==> config.mk <==
export PLATFORM = sky130hd
export DESIGN_NAME = cpu_memory_stage
export DESIGN_NICKNAME = d
export VERILOG_FILES = /design/src/rtl/cpu_memory_stage_pkg.sv /design/src/rtl/cpu_memory_align.sv /design/src/rtl/cpu_memory_stage.sv
export SDC_FILE = /design/constraint.sdc
export NUM_CORES = 1
export LEC_CHECK = 0
export ABC_AREA = 0
export BUFFER_PORTS_ARGS = -buffer_cell sky130_fd_sc_hd__buf_2
export CELL_PAD_IN_SITES_DETAIL_PLACEMENT = 1
export CELL_PAD_IN_SITES_GLOBAL_PLACEMENT = 2
export CORE_MARGIN = 2
export CORE_UTILIZATION = 35
export CTS_BUF_LIST = sky130_fd_sc_hd__clkbuf_2 sky130_fd_sc_hd__clkbuf_4 sky130_fd_sc_hd__clkbuf_8
export CTS_CLUSTER_SIZE = 14
export DETAILED_ROUTE_END_ITERATION = 10
export GPL_TIMING_DRIVEN = 0
export PLACE_DENSITY = 0.87
export SLEW_MARGIN = 20
export SYNTH_ARGS = -nofsm -noshare
export SYNTH_HDL_FRONTEND = slang
export SYNTH_SLANG_ARGS = --single-unit
==> constraint.sdc <==
create_clock -name i_clock -period 15 [get_ports i_clock]
set_input_delay 0 -clock i_clock [delete_from_list [all_inputs] [get_ports i_clock]]
set_output_delay 0 -clock i_clock [all_outputs]
set_load 0.02 [all_outputs]
==> src/rtl/cpu_memory_stage_pkg.sv <==
// Shared types for the memory stage.
//   execute_data_t : bundle handed over by execute (strobe-toggle valid)
//   memory_data_t  : bundle handed to writeback (strobe-toggle valid)
//   mem_state_t    : memory stage FSM states
//   MW_BYTE/MW_HALF/MW_WORD : mem_width encodings
package cpu_memory_stage_pkg;

   localparam logic [2:0] MW_BYTE = 3'd1;
   localparam logic [2:0] MW_HALF = 3'd2;
   localparam logic [2:0] MW_WORD = 3'd4;

   typedef struct packed {
      logic [31:0] pc;
      logic [4:0]  inst_rd;
      logic [31:0] rd;           // ALU result, forwarded for pass-through ops
      logic [31:0] rs2;          // store data
      logic [31:0] mem_address;
      logic        mem_read;
      logic        mem_write;
      logic        mem_flush;
      logic        mem_signed;
      logic [2:0]  mem_width;
      logic        strobe;
   } execute_data_t;

   typedef struct packed {
      logic [31:0] pc;
      logic [4:0]  inst_rd;
      logic [31:0] rd;
      logic        strobe;
   } memory_data_t;

   typedef enum logic [1:0] {
      ST_IDLE,
      ST_READ,
      ST_WRITE,
      ST_FLUSH
   } mem_state_t;

   // Builds the next writeback word; toggling the strobe is what marks it new.
   function automatic memory_data_t retire_result(input logic [31:0] pc,
                                                  input logic [4:0]  inst_rd,
                                                  input logic [31:0] rd,
                                                  input logic        prev_strobe);
      memory_data_t r;
      r.pc      = pc;
      r.inst_rd = inst_rd;
      r.rd      = rd;
      r.strobe  = ~prev_strobe;
      return r;
   endfunction

endpackage

==> src/rtl/cpu_memory_align.sv <==
// Combinational lane handling for the memory stage; holds no state.
//   acc_offset/acc_width/store_data -> byte_en, wdata, misaligned
//      (the access currently offered by execute)
//   load_offset/load_width/load_signed/rdata -> load_value
//      (the load in flight, using its latched attributes)
module cpu_memory_align
   import cpu_memory_stage_pkg::*;
(
   input  logic [1:0]  acc_offset,
   input  logic [2:0]  acc_width,
   input  logic [31:0] store_data,
   output logic [3:0]  byte_en,
   output logic [31:0] wdata,
   output logic        misaligned,
   input  logic [1:0]  load_offset,
   input  logic [2:0]  load_width,
   input  logic        load_signed,
   input  logic [31:0] rdata,
   output logic [31:0] load_value
);

   logic [31:0] lane;

   always_comb begin
      misaligned = ((acc_width == MW_HALF) && acc_offset[0]) ||
                   ((acc_width == MW_WORD) && (acc_offset != 2'd0));
      case (acc_width)
         MW_BYTE: begin
            byte_en = 4'b0001 << acc_offset;
            wdata   = {4{store_data[7:0]}};
         end
         MW_HALF: begin
            byte_en = 4'b0011 << acc_offset;
            wdata   = {2{store_data[15:0]}};
         end
         default: begin
            byte_en = 4'b1111;
            wdata   = store_data;
         end
      endcase
   end

   always_comb begin
      lane = rdata >> {load_offset, 3'b000};
      case (load_width)
         MW_BYTE: load_value = {{24{load_signed & lane[7]}}, lane[7:0]};
         MW_HALF: load_value = {{16{load_signed & lane[15]}}, lane[15:0]};
         default: load_value = lane;
      endcase
   end

endmodule

==> src/rtl/cpu_memory_stage.sv <==
// Memory pipeline stage between execute and writeback.
// Ports:
//   i_reset, i_clock              async active-high reset, clock
//   i_data / o_busy               execute handshake (strobe toggle, busy back)
//   o_bus_*, i_bus_rdata/ready    data bus: level request, one-cycle ready
//   o_flush_request/i_flush_ready cache flush handshake
//   o_data                        result to writeback (strobe toggle)
//   o_fault                       sticky: misaligned access or bus timeout
//
// state    | meaning
// ---------+-----------------------------------------------------------
// ST_IDLE  | waiting for a new input; pass-through and misaligned ops retire here
// ST_READ  | load request on the bus, waiting for i_bus_ready
// ST_WRITE | store request on the bus, waiting for i_bus_ready
// ST_FLUSH | flush request held, waiting for i_flush_ready
module cpu_memory_stage
   import cpu_memory_stage_pkg::*;
#(
   parameter int unsigned BUS_TIMEOUT = 1024
) (
   input  logic          i_reset,
   input  logic          i_clock,
   output logic          o_fault,
   input  execute_data_t i_data,
   output logic          o_busy,
   output logic          o_bus_request,
   output logic          o_bus_rw,
   output logic [31:0]   o_bus_address,
   output logic [3:0]    o_bus_byte_en,
   output logic [31:0]   o_bus_wdata,
   input  logic [31:0]   i_bus_rdata,
   input  logic          i_bus_ready,
   output logic          o_flush_request,
   input  logic          i_flush_ready,
   output memory_data_t  o_data
);

   localparam int unsigned TIMER_W = (BUS_TIMEOUT > 1) ? $clog2(BUS_TIMEOUT) : 1;
   localparam logic [TIMER_W-1:0] TIMER_LOAD = TIMER_W'(BUS_TIMEOUT - 1);

   mem_state_t         state;
   logic               last_strobe;
   logic [TIMER_W-1:0] timer;
   logic [31:0]        req_pc;
   logic [4:0]         req_inst_rd;
   logic [1:0]         req_offset;
   logic [2:0]         req_width;
   logic               req_signed;
   logic               req_flush;

   logic               pending;
   logic               is_mem;
   logic               timed_out;
   logic [3:0]         byte_en;
   logic [31:0]        wdata;
   logic               misaligned;
   logic [31:0]        load_value;

   assign pending   = (i_data.strobe != last_strobe);
   assign is_mem    = i_data.mem_read | i_data.mem_write | i_data.mem_flush;
   assign o_busy    = pending && !((state == ST_IDLE) && !is_mem);
   // Down-counter reaches zero on the last allowed waiting cycle.
   assign timed_out = (BUS_TIMEOUT != 0) && (timer == '0);

   cpu_memory_align u_align (
      .acc_offset  (i_data.mem_address[1:0]),
      .acc_width   (i_data.mem_width),
      .store_data  (i_data.rs2),
      .byte_en     (byte_en),
      .wdata       (wdata),
      .misaligned  (misaligned),
      .load_offset (req_offset),
      .load_width  (req_width),
      .load_signed (req_signed),
      .rdata       (i_bus_rdata),
      .load_value  (load_value)
   );

   always_ff @(posedge i_clock or posedge i_reset) begin
      if (i_reset) begin
         state           <= ST_IDLE;
         last_strobe     <= 1'b0;
         timer           <= '0;
         req_pc          <= '0;
         req_inst_rd     <= '0;
         req_offset      <= '0;
         req_width       <= '0;
         req_signed      <= 1'b0;
         req_flush       <= 1'b0;
         o_fault         <= 1'b0;
         o_bus_request   <= 1'b0;
         o_bus_rw        <= 1'b0;
         o_bus_address   <= '0;
         o_bus_byte_en   <= '0;
         o_bus_wdata     <= '0;
         o_flush_request <= 1'b0;
         o_data          <= '0;
      end else begin
         case (state)
            ST_IDLE: begin
               if (pending) begin
                  if (!is_mem) begin
                     o_data      <= retire_result(i_data.pc, i_data.inst_rd, i_data.rd, o_data.strobe);
                     last_strobe <= i_data.strobe;
                  end else if ((i_data.mem_read || i_data.mem_write) && misaligned) begin
                     o_fault     <= 1'b1;
                     o_data      <= retire_result(i_data.pc, 5'd0, 32'd0, o_data.strobe);
                     last_strobe <= i_data.strobe;
                  end else begin
                     timer       <= TIMER_LOAD;
                     req_pc      <= i_data.pc;
                     req_inst_rd <= i_data.inst_rd;
                     req_offset  <= i_data.mem_address[1:0];
                     req_width   <= i_data.mem_width;
                     req_signed  <= i_data.mem_signed;
                     req_flush   <= i_data.mem_flush;
                     if (i_data.mem_read) begin
                        o_bus_request <= 1'b1;
                        o_bus_rw      <= 1'b0;
                        o_bus_address <= {i_data.mem_address[31:2], 2'b00};
                        o_bus_byte_en <= 4'b0000;
                        state         <= ST_READ;
                     end else if (i_data.mem_write) begin
                        o_bus_request <= 1'b1;
                        o_bus_rw      <= 1'b1;
                        o_bus_address <= {i_data.mem_address[31:2], 2'b00};
                        o_bus_byte_en <= byte_en;
                        o_bus_wdata   <= wdata;
                        state         <= ST_WRITE;
                     end else begin
                        o_flush_request <= 1'b1;
                        state           <= ST_FLUSH;
                     end
                  end
               end
            end

            ST_READ: begin
               if (i_bus_ready) begin
                  o_bus_request <= 1'b0;
                  o_data        <= retire_result(req_pc, req_inst_rd, load_value, o_data.strobe);
                  last_strobe   <= i_data.strobe;
                  state         <= ST_IDLE;
               end else if (timed_out) begin
                  o_fault       <= 1'b1;
                  o_bus_request <= 1'b0;
                  o_data        <= retire_result(req_pc, 5'd0, 32'd0, o_data.strobe);
                  last_strobe   <= i_data.strobe;
                  state         <= ST_IDLE;
               end else begin
                  timer <= timer - 1'b1;
               end
            end

            ST_WRITE: begin
               if (i_bus_ready) begin
                  o_bus_request <= 1'b0;
                  if (req_flush) begin
                     // store+flush: the flush gets its own timeout window
                     o_flush_request <= 1'b1;
                     timer           <= TIMER_LOAD;
                     state           <= ST_FLUSH;
                  end else begin
                     o_data      <= retire_result(req_pc, 5'd0, 32'd0, o_data.strobe);
                     last_strobe <= i_data.strobe;
                     state       <= ST_IDLE;
                  end
               end else if (timed_out) begin
                  o_fault       <= 1'b1;
                  o_bus_request <= 1'b0;
                  o_data        <= retire_result(req_pc, 5'd0, 32'd0, o_data.strobe);
                  last_strobe   <= i_data.strobe;
                  state         <= ST_IDLE;
               end else begin
                  timer <= timer - 1'b1;
               end
            end

            ST_FLUSH: begin
               if (i_flush_ready || timed_out) begin
                  if (!i_flush_ready) begin
                     o_fault <= 1'b1;
                  end
                  o_flush_request <= 1'b0;
                  o_data          <= retire_result(req_pc, 5'd0, 32'd0, o_data.strobe);
                  last_strobe     <= i_data.strobe;
                  state           <= ST_IDLE;
               end else begin
                  timer <= timer - 1'b1;
               end
            end

            default: state <= ST_IDLE;
         endcase
      end
   end

endmodule

[Word level (Yosys, flattened, before mapping)]
Index checks and enable logic that the tools add are counted.
Storage, ports and cells
  flip-flop bits (word level): 199
  input bits: 177
  output and inout bits: 143
  logic and storage cells: 156
Operators by class
  $add $sub $neg: 1
  eq/ne operators: 28
  shift-type cells: 3
  muxes and demuxes: 71
  bitwise operators: 7
  reductions and logical operators: 26
Operator list (count)
  70-bit two-way mux: 8
  70-bit one-hot mux with 4 select lines: 1
  32-bit one-hot mux with 2 select lines: 2
  10-bit two-way mux: 8
  32-bit two-way mux: 2
  10-bit one-hot mux with 4 select lines: 1
  1-bit two-way mux: 32
  32-bit by 5-bit >> shifter with 32-bit output: 1
  2-bit inequality test, second input constant: 12
  2-bit two-way mux: 9
  6-bit AND reduction: 3
  4-bit AND reduction: 3
  10-bit zero test: 1
  10-bit by 1-bit subtractor with 10-bit output, second input constant: 1
  3-bit inequality test, second input constant: 3
  9-bit AND reduction: 1
  4-bit two-way mux: 2
  2-bit one-hot mux with 4 select lines: 1
  4-bit one-hot mux with 2 select lines: 1
  7-bit AND reduction: 1
  3-bit by 1-bit == test with 1-bit output, second input constant: 2
  3-bit by 2-bit == test with 1-bit output, second input constant: 2
  1-bit one-hot mux with 3 select lines: 2
  2-bit nonzero test: 3
  21 further kinds: 34

[Logic depth before layout (Yosys ltp)]
Gate-level depths: netlist (run 1).
  depth in word-level cells: 8
  mapped depth: 10
  depth with buffers taken out: 7

[Modules after synthesis]
Synthesis (run 1) repeated with hierarchy kept, for this count alone.
Second synthesis, totals
  cell total of the unflattened synthesis: 887
  area total of the unflattened synthesis: 9774.4 um2
Modules (own cells, without submodules)
  cpu_memory_stage: instances 1, cells an instance 704, area an instance 8395.6 um2, sequential area each 4929.7 um2
  cpu_memory_align: instances 1, cells an instance 183, area an instance 1378.8 um2, sequential area each 0.0 um2

[Worst setup path after synthesis (run 1)]
No wires, ideal clock.
  path kind: register to register
  start: register timer[0]
  end: register state[0]
  library setup time: 0.121 ns
  arrival time: 1.955 ns
  required time: 14.879 ns
  path slack: 12.924 ns
  cell stages (with the launch flop): 8
  path buffers: 0
  period minus slack after synthesis: 2.076 ns
  path through: dfrtp_1 > inv_1 > ha_1 > or3b_1 > o31a_1 > a311oi_2 > o21ai_1 > a22o_1
On the way
  cells in the longest elaborated chain, start to end: 4
  elaborated cells between the ends (all ways): 8
  classes of those cells: 1 x eq/ne; 4 x mux; 3 x reduce/logical
Ends and longest elaborated chain
  start, declared: line cpu_memory_stage.sv:43  | logic [TIMER_W-1:0] timer;
  start signal, assigned: line cpu_memory_stage.sv:151  | timer <= timer - 1'b1;
  start signal, assigned: line cpu_memory_stage.sv:175  | timer <= timer - 1'b1;
  start signal, assigned: line cpu_memory_stage.sv:189  | timer <= timer - 1'b1;
  10-bit zero test (*): line cpu_memory_stage.sv:63  | assign timed_out = (BUS_TIMEOUT != 0) && (timer == '0);
  2-bit two-way mux / 1-bit logical OR (equally long branches)
  2-bit two-way mux (tied with other cells)
  2-bit one-hot mux with 4 select lines / 4-bit AND reduction (equally long branches)
  end signal, assigned: line cpu_memory_stage.sv:81  | state <= ST_IDLE;
  end signal, assigned: line cpu_memory_stage.sv:122  | state <= ST_READ;
  end signal, assigned: line cpu_memory_stage.sv:129  | state <= ST_WRITE;
  end, declared: line cpu_memory_stage.sv:41  | mem_state_t state;
Mark *: on every way between the ends. The rest lies on a longest branch, timed or not.
A chain may end at the register's enable or synchronous reset.

[Worst setup path in the final report (run 1)]
  start: register state[0]
  end: register o_data[7] (netlist bit)
On the way
  cells in the longest elaborated chain, start to end: 3
  elaborated cells between the ends (all ways): 10
  classes of those cells: 7 x eq/ne; 1 x mux; 2 x reduce/logical
Ends and longest elaborated chain
  2-bit == test / 2-bit zero test (equally long branches): line cpu_memory_stage.sv:99  | case (state)
  3-bit inequality test (no line) (tied with other cells)
  4-bit AND reduction (no line)
  end signal, assigned: line cpu_memory_stage.sv:103  | o_data <= retire_result(i_data.pc, i_data.inst_rd, i_data.rd, o_data.strobe);
  end signal, assigned: line cpu_memory_stage.sv:107  | o_data <= retire_result(i_data.pc, 5'd0, 32'd0, o_data.strobe);
  end signal, assigned: line cpu_memory_stage.sv:141  | o_data <= retire_result(req_pc, req_inst_rd, load_value, o_data.strobe);
  end, declared: line cpu_memory_stage.sv:35  | output memory_data_t o_data
Several ways; a longest one is shown, not always the timed one.

==> results of run 1 <==
layout make-up:
class / instances / area [um^2] / share of cell area
multi-input cells: 571 / 4360 / 0.316
flip-flops and latches: 197 / 4930 / 0.356
plain buffers: 70 / 319 / 0.0231
clock buffers: 17 / 234 / 0.0169
inverters: 10 / 45.0 / 0.00326
diodes: 6 / 15.0 / 0.00109
well taps: 341 / 427 / 0.0308
repair buffers: 486 / 3320 / 0.240
clock inverters: 14 / 180 / 0.0130
through the flow:
stage,utilization,std cells
floorplan,-,848
global placement,0.431,1505
detailed placement,0.434,1507
CTS,0.511,1706
global route,0.512,1711
finish,0.512,1712
Yosys cell counts (5+ instances only):
cell	n
mux2i_1	24
nor2b_1	15
nor2_1	52
dfrtp_1	197
nor3_1	11
a211oi_1	8
nand2b_1	7
mux2_2	91
a2bb2oi_1	8
a221oi_2	10
inv_1	9
a211o_1	8
o2bb2ai_1	71
clkbuf_1	42
a221oi_1	6
buf_2	20
a31oi_1	7
o211ai_1	9
o21ai_0	44
a22oi_1	38
nand2_1	47
o221ai_1	8
a32oi_1	7
a21o_1	5
a21oi_1	21
o31ai_1	8
ha_1	5
state kept, by name, indices dropped and copies added (netlist names), 2 cells and up:
signal,count
o_bus_wdata,32
req_width,3
o_bus_byte_en,4
o_data,70
state,2
o_bus_address,30
req_offset,2
timer,10
req_inst_rd,5
req_pc,32
routing by layer:
metal / global-route usage / part of all wire
met3: 0.0653 / 0.057
met5: 0 / 0
met1: 0.325 / 0.41
met4: 0.116 / 0.041
met2: 0.444 / 0.49
worst register-to-register path, delay by kind of cell (launching register included):
kind	cells	cell delay, ns
AOI/OAI and AO/OA	2	0.24
adders and majority gates	1	0.31
buffers and inverters	4	1.58
DFF	1	0.44
and+or+nand+nor	1	0.59
final timing paths:
| path | startpoint | endpoint | cells after the start |
|---|---|---|---|
| setup / recovery | state[0] | o_data[7] | 8 |
| hold / removal | i_data[7] | o_flush_request | 4 |
| setup reg to reg | state[0] | o_data[7] | 8 |
| hold reg to reg | o_fault | o_fault | 1 |
| max in group asynchronous | i_reset | req_inst_rd[2] | 5 |
| min in group asynchronous | i_reset | o_bus_address[29] | 4 |
cell families after synthesis:
group,after synthesis
mux,116
flops,197
simple gates,161
other cells,1
xor+xnor,2
fa+ha+maj,5
compound gates,285
buf+inv,80
power by group through the flow:
stage	clock [W]	sequential [W]	combinational, W
after floorplan	0	0.00112	0.000726
after global placement	0	0.000930	0.00138
after detailed placement	0	0.000943	0.00141
after CTS	0.000369	0.000935	0.00146
final	0.000359	0.000944	0.00147
after global routing	0.000391	0.000975	0.00159
cells in the final DEF (no fill, tap or decap), types with 5 or more instances in the layout:
cell,n
mux2_2,91
clkbuf_1,42
a22oi_1,38
nor3_1,11
a31oi_1,7
ha_1,5
a21oi_1,21
o2bb2ai_1,71
a221oi_2,10
diode_2,6
clkbuf_8,17
o21ai_0,44
o211ai_1,9
nand2_1,47
dlygate4sd3_1,168
clkinv_8,6
a211oi_1,8
dfrtp_1,197
buf_2,336
o31ai_1,8
o221ai_1,8
nand2b_1,7
a211o_1,8
a2bb2oi_1,8
a221oi_1,6
a21o_1,5
nor2b_1,15
mux2i_1,24
a32oi_1,7
inv_1,8
nor2_1,52
==> results.py, run 1 <==
metrics = {
    "cts": {
        "clkTransAtPathRegs_ns": 0.12,
        "cts-resized-gates": 0,
        "cts_max_level": 4,
        "ctsHoldBuffers": 168,
        "cts-root-buf": "clkbuf_8",
        "cts_setup_buffers": 0,
        "worstSkewPairLatency_ns": 0.49,
        "numCtsBuffers": 17,
        "clockBufferDepth": 2,
        "clock_sinks": 197,
        "cts_tree": "yes",
    },
    "floorplanning": {
        "start_util": 0.357,
        "die_area_um2": 28900,
        "die_x_um": 170,
        "die-height_um": 170,
        "io_pins": 320,
        "placementRows": 60,
        "core_area_um2": 27000,
    },
    "grt": {
        "grt_usage": 0.265,
        "grt_pass1_wl_um": 59500,
        "grt_pass1_vias": 10400,
        "overflow": 0,
        "grt_max_degree": 87,
        "antenna_found_initial": 5,
    },
    "logic_synthesis": {
        "synth_top_family_by_area": "compound AO/OA/AOI/OAI gates",
        "netlist-cell-type-count": 68,
        "synthTopCellsByArea": "dfrtp_1, mux2_2, o2bb2ai_1, a22oi_1, mux2i_1",
        "yosysSeqAreaShare": 0.511,
        "synth-compound-area-share": 0.230,
        "ys_seq_elements": 197,
        "synth-edff-count": 0,
        "yosys.area_share.adder": 0.00649,
        "synth_top_area_frac": 0.511,
        "synth_top_area_cell": "dfrtp_1",
        "yosys-mux-area-fraction": 0.133,
        "syn_inst": 847,
        "ys_async_sr_fraction": 1.00,
        "yosys.area_share.simple": 0.0798,
        "synthesis.area_um2": 9650,
        "yosys_warnings": 0,
        "synth-xor-area-share": 0.00182,
        "ys.flop_type": "dfrtp_1",
        "syn_area_per_cell_um2": 11.4,
    },
    "timing": {
        "rsz0062_at_grt": "no",
        "fin_setup_tns_ns": 0,
        "clock_skew_ns": 0.0274,
        "hold_slack_ns": 0.0355,
        "period_minus_slack_ns": 3.23,
        "hold_viol": 0,
        "max_slew.worst_pin.slew_ns": 1.03,
        "relSlewSlack": 0.308,
        "fmax_ghz": 0.310,
        "setup_viol_count_final": 0,
        "drv_slew": 0,
        "finalCritPeriodShare": 0.215,
        "fin_ws_ns": 11.77,
    },
    "pwr": {
        "pwr-share-clk": 0.129,
        "p_leak_nw": 6.28,
        "p_int_w": 0.00148,
        "pwr-share-comb": 0.530,
        "power_w": 0.00277,
        "p_sw_w": 0.00129,
        "pwr_density_cell_nw_per_um2": 201,
        "switching_share": 0.465,
        "p_seq_frac": 0.340,
        "vdd_drop_max_uv": 105,
    },
    "place": {
        "io_buffers": 316,
        "place_area_um2": 11700,
        "pre_cts_ws_ns": 11.91,
        "gp_congestion": 0.845,
        "hpwl_um": 25100,
    },
    "critical_path": {
        "endpoint_kind": "flop",
        "arrival_ns": 3.64,
        "cp.required_ns": 15.41,
        "slowest_stage": "nor4b_1",
        "crit_type": "reg -> reg",
        "rrSetupSlack_ns": 11.77,
        "max_stage_delay_ns": 0.59,
        "cp_num_buf_inv": 4,
        "cp_cell_sequence": "inv_1 > ha_1 > nor4b_1 > buf_2 > buf_1 > a32oi_1 > dlygate4sd3_1 > o2bb2ai_1",
        "startpoint_type": "flop",
        "cpLargestDelayFamily": "buffers and inverters",
        "cp_max_fo": 10,
    },
    "drt": {
        "routedWlPerCell_um": 22.2,
        "drt_iter0_markers": 589,
        "drc": 0,
        "antenna_left": 0,
        "vias": 9448,
        "drt_pre_antenna_iters": 5,
        "routed_wl_um": 38000,
        "vias_per_cell": 5.52,
    },
    "hold_path": {
        "hp-class": "in -> reg",
    },
    "run": {
        "maxCapViolCount": 0,
    },
    "cells_and_area": {
        "area_growth_pct": 43.4,
        "layout-drive-gt1-share": 0.359,
        "fin_area_um2": 13800,
        "finalNetCount": 1535,
        "fill_cells": 3037,
    },
    "status": {
        "status": "complete, no violations",
    },
}
(Power assumes the default switching activity.)
==> inputs of run 2 (changes only) <==
--- a/config.mk
+++ b/config.mk
@@ -10,12 +10,12 @@
 export CELL_PAD_IN_SITES_DETAIL_PLACEMENT = 1
 export CELL_PAD_IN_SITES_GLOBAL_PLACEMENT = 2
 export CORE_MARGIN = 2
-export CORE_UTILIZATION = 35
+export CORE_UTILIZATION = 33
 export CTS_BUF_LIST = sky130_fd_sc_hd__clkbuf_2 sky130_fd_sc_hd__clkbuf_4 sky130_fd_sc_hd__clkbuf_8
 export CTS_CLUSTER_SIZE = 14
 export DETAILED_ROUTE_END_ITERATION = 10
 export GPL_TIMING_DRIVEN = 0
-export PLACE_DENSITY = 0.87
+export PLACE_DENSITY = 0.82
 export SLEW_MARGIN = 20
 export SYNTH_ARGS = -nofsm -noshare
 export SYNTH_HDL_FRONTEND = slang
==> constraint.sdc (replaced) <==
create_clock -name i_clock -period 3.2 [get_ports i_clock]
set_input_delay 0 -clock i_clock [delete_from_list [all_inputs] [get_ports i_clock]]
set_output_delay 0 -clock i_clock [all_outputs]
set_load 0.02 [all_outputs]
==> run 2 against run 1 <==
Worst hold slack got worse by 0.0069 ns. Maximum frequency increased by 6.0%. Global-route usage fell by 2.4 points. Design area is 0.90% higher. Power grew to 4.7 times the previous value. Largest power group unchanged. Flip-flop and latch count did not move. Via count is 2.1% lower. Sequential power grew to 4.7 times the previous value. Setup slack got worse by 12 ns. Critical path depth is 3 higher.
==> results.py, run 2 (same netlist as run 1, synthesis figures left out) <==
metrics = {
    "pwr": {
        "vdd_drop_max_uv": 428,
        "pwr_density_cell_nw_per_um2": 933,
        "p_leak_nw": 6.32,
        "power_w": 0.0130,
    },
    "cells_and_area": {
        "layout-drive-gt1-share": 0.365,
        "mostFrequentLayoutCells": "buf_2, dfrtp_1, dlygate4sd3_1",
        "multi_input_area_um2": 4370,
        "area_growth_pct": 44.7,
        "seqCellArea_um2": 4930,
        "finalNetCount": 1534,
        "top_register": "o_data",
        "largest_reg_flops": 70,
        "final_common_cell": "buf_2",
        "fill_cells": 3225,
        "reg_top3": "o_data x70, o_bus_wdata x32, req_pc x32",
    },
    "grt": {
        "overflow": 0,
        "grt_max_degree": 32,
        "antenna_found_initial": 8,
        "grt_usage": 0.241,
        "grt_pass1_wl_um": 58000,
        "grt_pass1_vias": 10200,
    },
    "floorplanning": {
        "die-height_um": 175,
        "die_area_um2": 30600,
        "start_util": 0.335,
        "core_area_um2": 28800,
        "io_pins": 320,
        "placementRows": 62,
        "die_x_um": 175,
    },
    "critical_path": {
        "r2r-start": "state[0]",
        "r2r-end": "o_data[31]",
        "startpoint_type": "flop",
        "crit_type": "reg -> reg",
        "endpoint_kind": "flop",
        "cp_max_fo": 9,
        "cp_cell_sequence": "inv_1 > ha_1 > and3b_1 > buf_2 > o211a_1 > clkbuf_4 > nor2b_1 > clkbuf_2 > a221oi_1 > dlygate4sd3_1 > o2bb2ai_1",
        "max_stage_delay_ns": 0.62,
        "slowest_stage": "dlygate4sd3_1",
        "arrival_ns": 3.39,
        "rrSetupSlack_ns": 0.16,
        "r2r_cells": 11,
        "cp.required_ns": 3.55,
    },
    "timing": {
        "fin_setup_tns_ns": 0,
        "rsz0062_at_grt": "no",
        "drv_slew": 0,
        "hold_viol": 0,
        "relSlewSlack": 0.309,
        "clock_skew_ns": 0.0330,
        "finalCritPeriodShare": 0.950,
        "fmax_ghz": 0.329,
        "setup_viol_count_final": 0,
        "max_slew.worst_pin.slew_ns": 1.03,
        "period_minus_slack_ns": 3.04,
    },
    "run": {
        "maxCapViolCount": 0,
    },
    "drt": {
        "antenna_left": 0,
        "drt_pre_antenna_iters": 5,
        "vias": 9245,
        "routed_wl_um": 36900,
        "vias_per_cell": 5.26,
        "routedWlPerCell_um": 21.0,
        "drc": 0,
        "drt_iter0_markers": 489,
    },
    "hold_path": {
        "hold-path-endpoint": "o_data[11]",
        "hold_depth": 5,
        "hp-class": "in -> reg",
        "worstHoldStart": "i_bus_rdata[18]",
    },
    "cts": {
        "clock_sinks": 197,
        "clkTransAtPathRegs_ns": 0.12,
        "clockBufferDepth": 2,
        "cts_max_level": 4,
        "cts_tree": "yes",
        "cts-root-buf": "clkbuf_8",
        "worstSkewPairLatency_ns": 0.48,
        "numCtsBuffers": 17,
        "cts_setup_buffers": 0,
    },
    "place": {
        "gp_congestion": 0.850,
        "hpwl_um": 25800,
        "io_buffers": 316,
    },
    "status": {
        "status": "complete, no violations",
    },
}
## run 2: changes by cell type in the layout (fill, tap and decap cells not counted), sizes merged
| cell | previous run | this run |
|---|---|---|
| dlygate4sd3 | 168 | 162 |
| buf | 345 | 349 |
| clkinv | 10 | 7 |
| inv | 14 | 17 |
| diode | 6 | 8 |
| clkbuf | 60 | 61 |
| clkinvlp | 0 | 1 |
## run 2: area by class of cell
cell class	count	area share
Antenna cell	8	0.00143
Inverter	10	0.00296
Sequential cell	197	0.353
Clock buffer	17	0.0168
Multi-Input combinational cell	571	0.313
Buffer	70	0.0231
Tap cell	384	0.0344
Timing Repair Buffer	485	0.240
Clock inverter	15	0.0148
## run 2: through the flow
| stage | instance area, um^2 | cells | util | hold WS (ns) | setup slack [ns] |
|---|---|---|---|---|---|
| after floorplan | 9650 | 848 | - | 0.150 | 0.654 |
| after global placement | 11700 | 1548 | 0.407 | 0.231 | -0.768 |
| after detailed placement | 11900 | 1555 | 0.412 | 0.0564 | 0.260 |
| after CTS | 13900 | 1749 | 0.484 | 0.00588 | 0.124 |
| after global routing | 14000 | 1757 | 0.485 | 0.0202 | 0.00258 |
| final | 14000 | 1757 | 0.485 | 0.0285 | 0.158 |
## run 2: routing by layer
metal	wire length [um]	track usage
met5	0	0
met4	1610	0.109
met3	1480	0.0420
met2	17900	0.405
met1	15800	0.305
## run 2: power by group
part | leakage (nW) | internal [W] | switching [W]
Clock | 0.221 | 0.000635 | 0.00115
Sequential | 2.45 | 0.00367 | 0.000727
Combinational | 3.66 | 0.00268 | 0.00416
Total | 6.32 | 0.00699 | 0.00604
## run 2: worst max-delay path by stage
stage	startpoint	endpoint	depth (start not counted)
global placement	i_reset	o_data[14]	2
floorplan	i_reset	last_strobe	1
finish	state[0]	o_data[31]	11
global route	state[0]	o_data[31]	11
CTS	state[0]	o_data[32]	7
detailed placement	state[0]	o_fault	7
## run 2: what timing repair did
item	in CTS	in global routing
hold endpoints to repair	260	0
gates resized for setup	0	4
hold buffers	162	0
setup endpoints to repair	0	9
## run 2: critical path, delay by kind of cell (launching register included)
kind | cells | cell delay (ns)
buffers and inverters | 5 | 1.28
AO/OA/AOI/OAI | 3 | 0.55
flip-flops | 1 | 0.45
AND/OR/NAND/NOR | 2 | 0.36
adder cells (fa/ha/maj) | 1 | 0.26
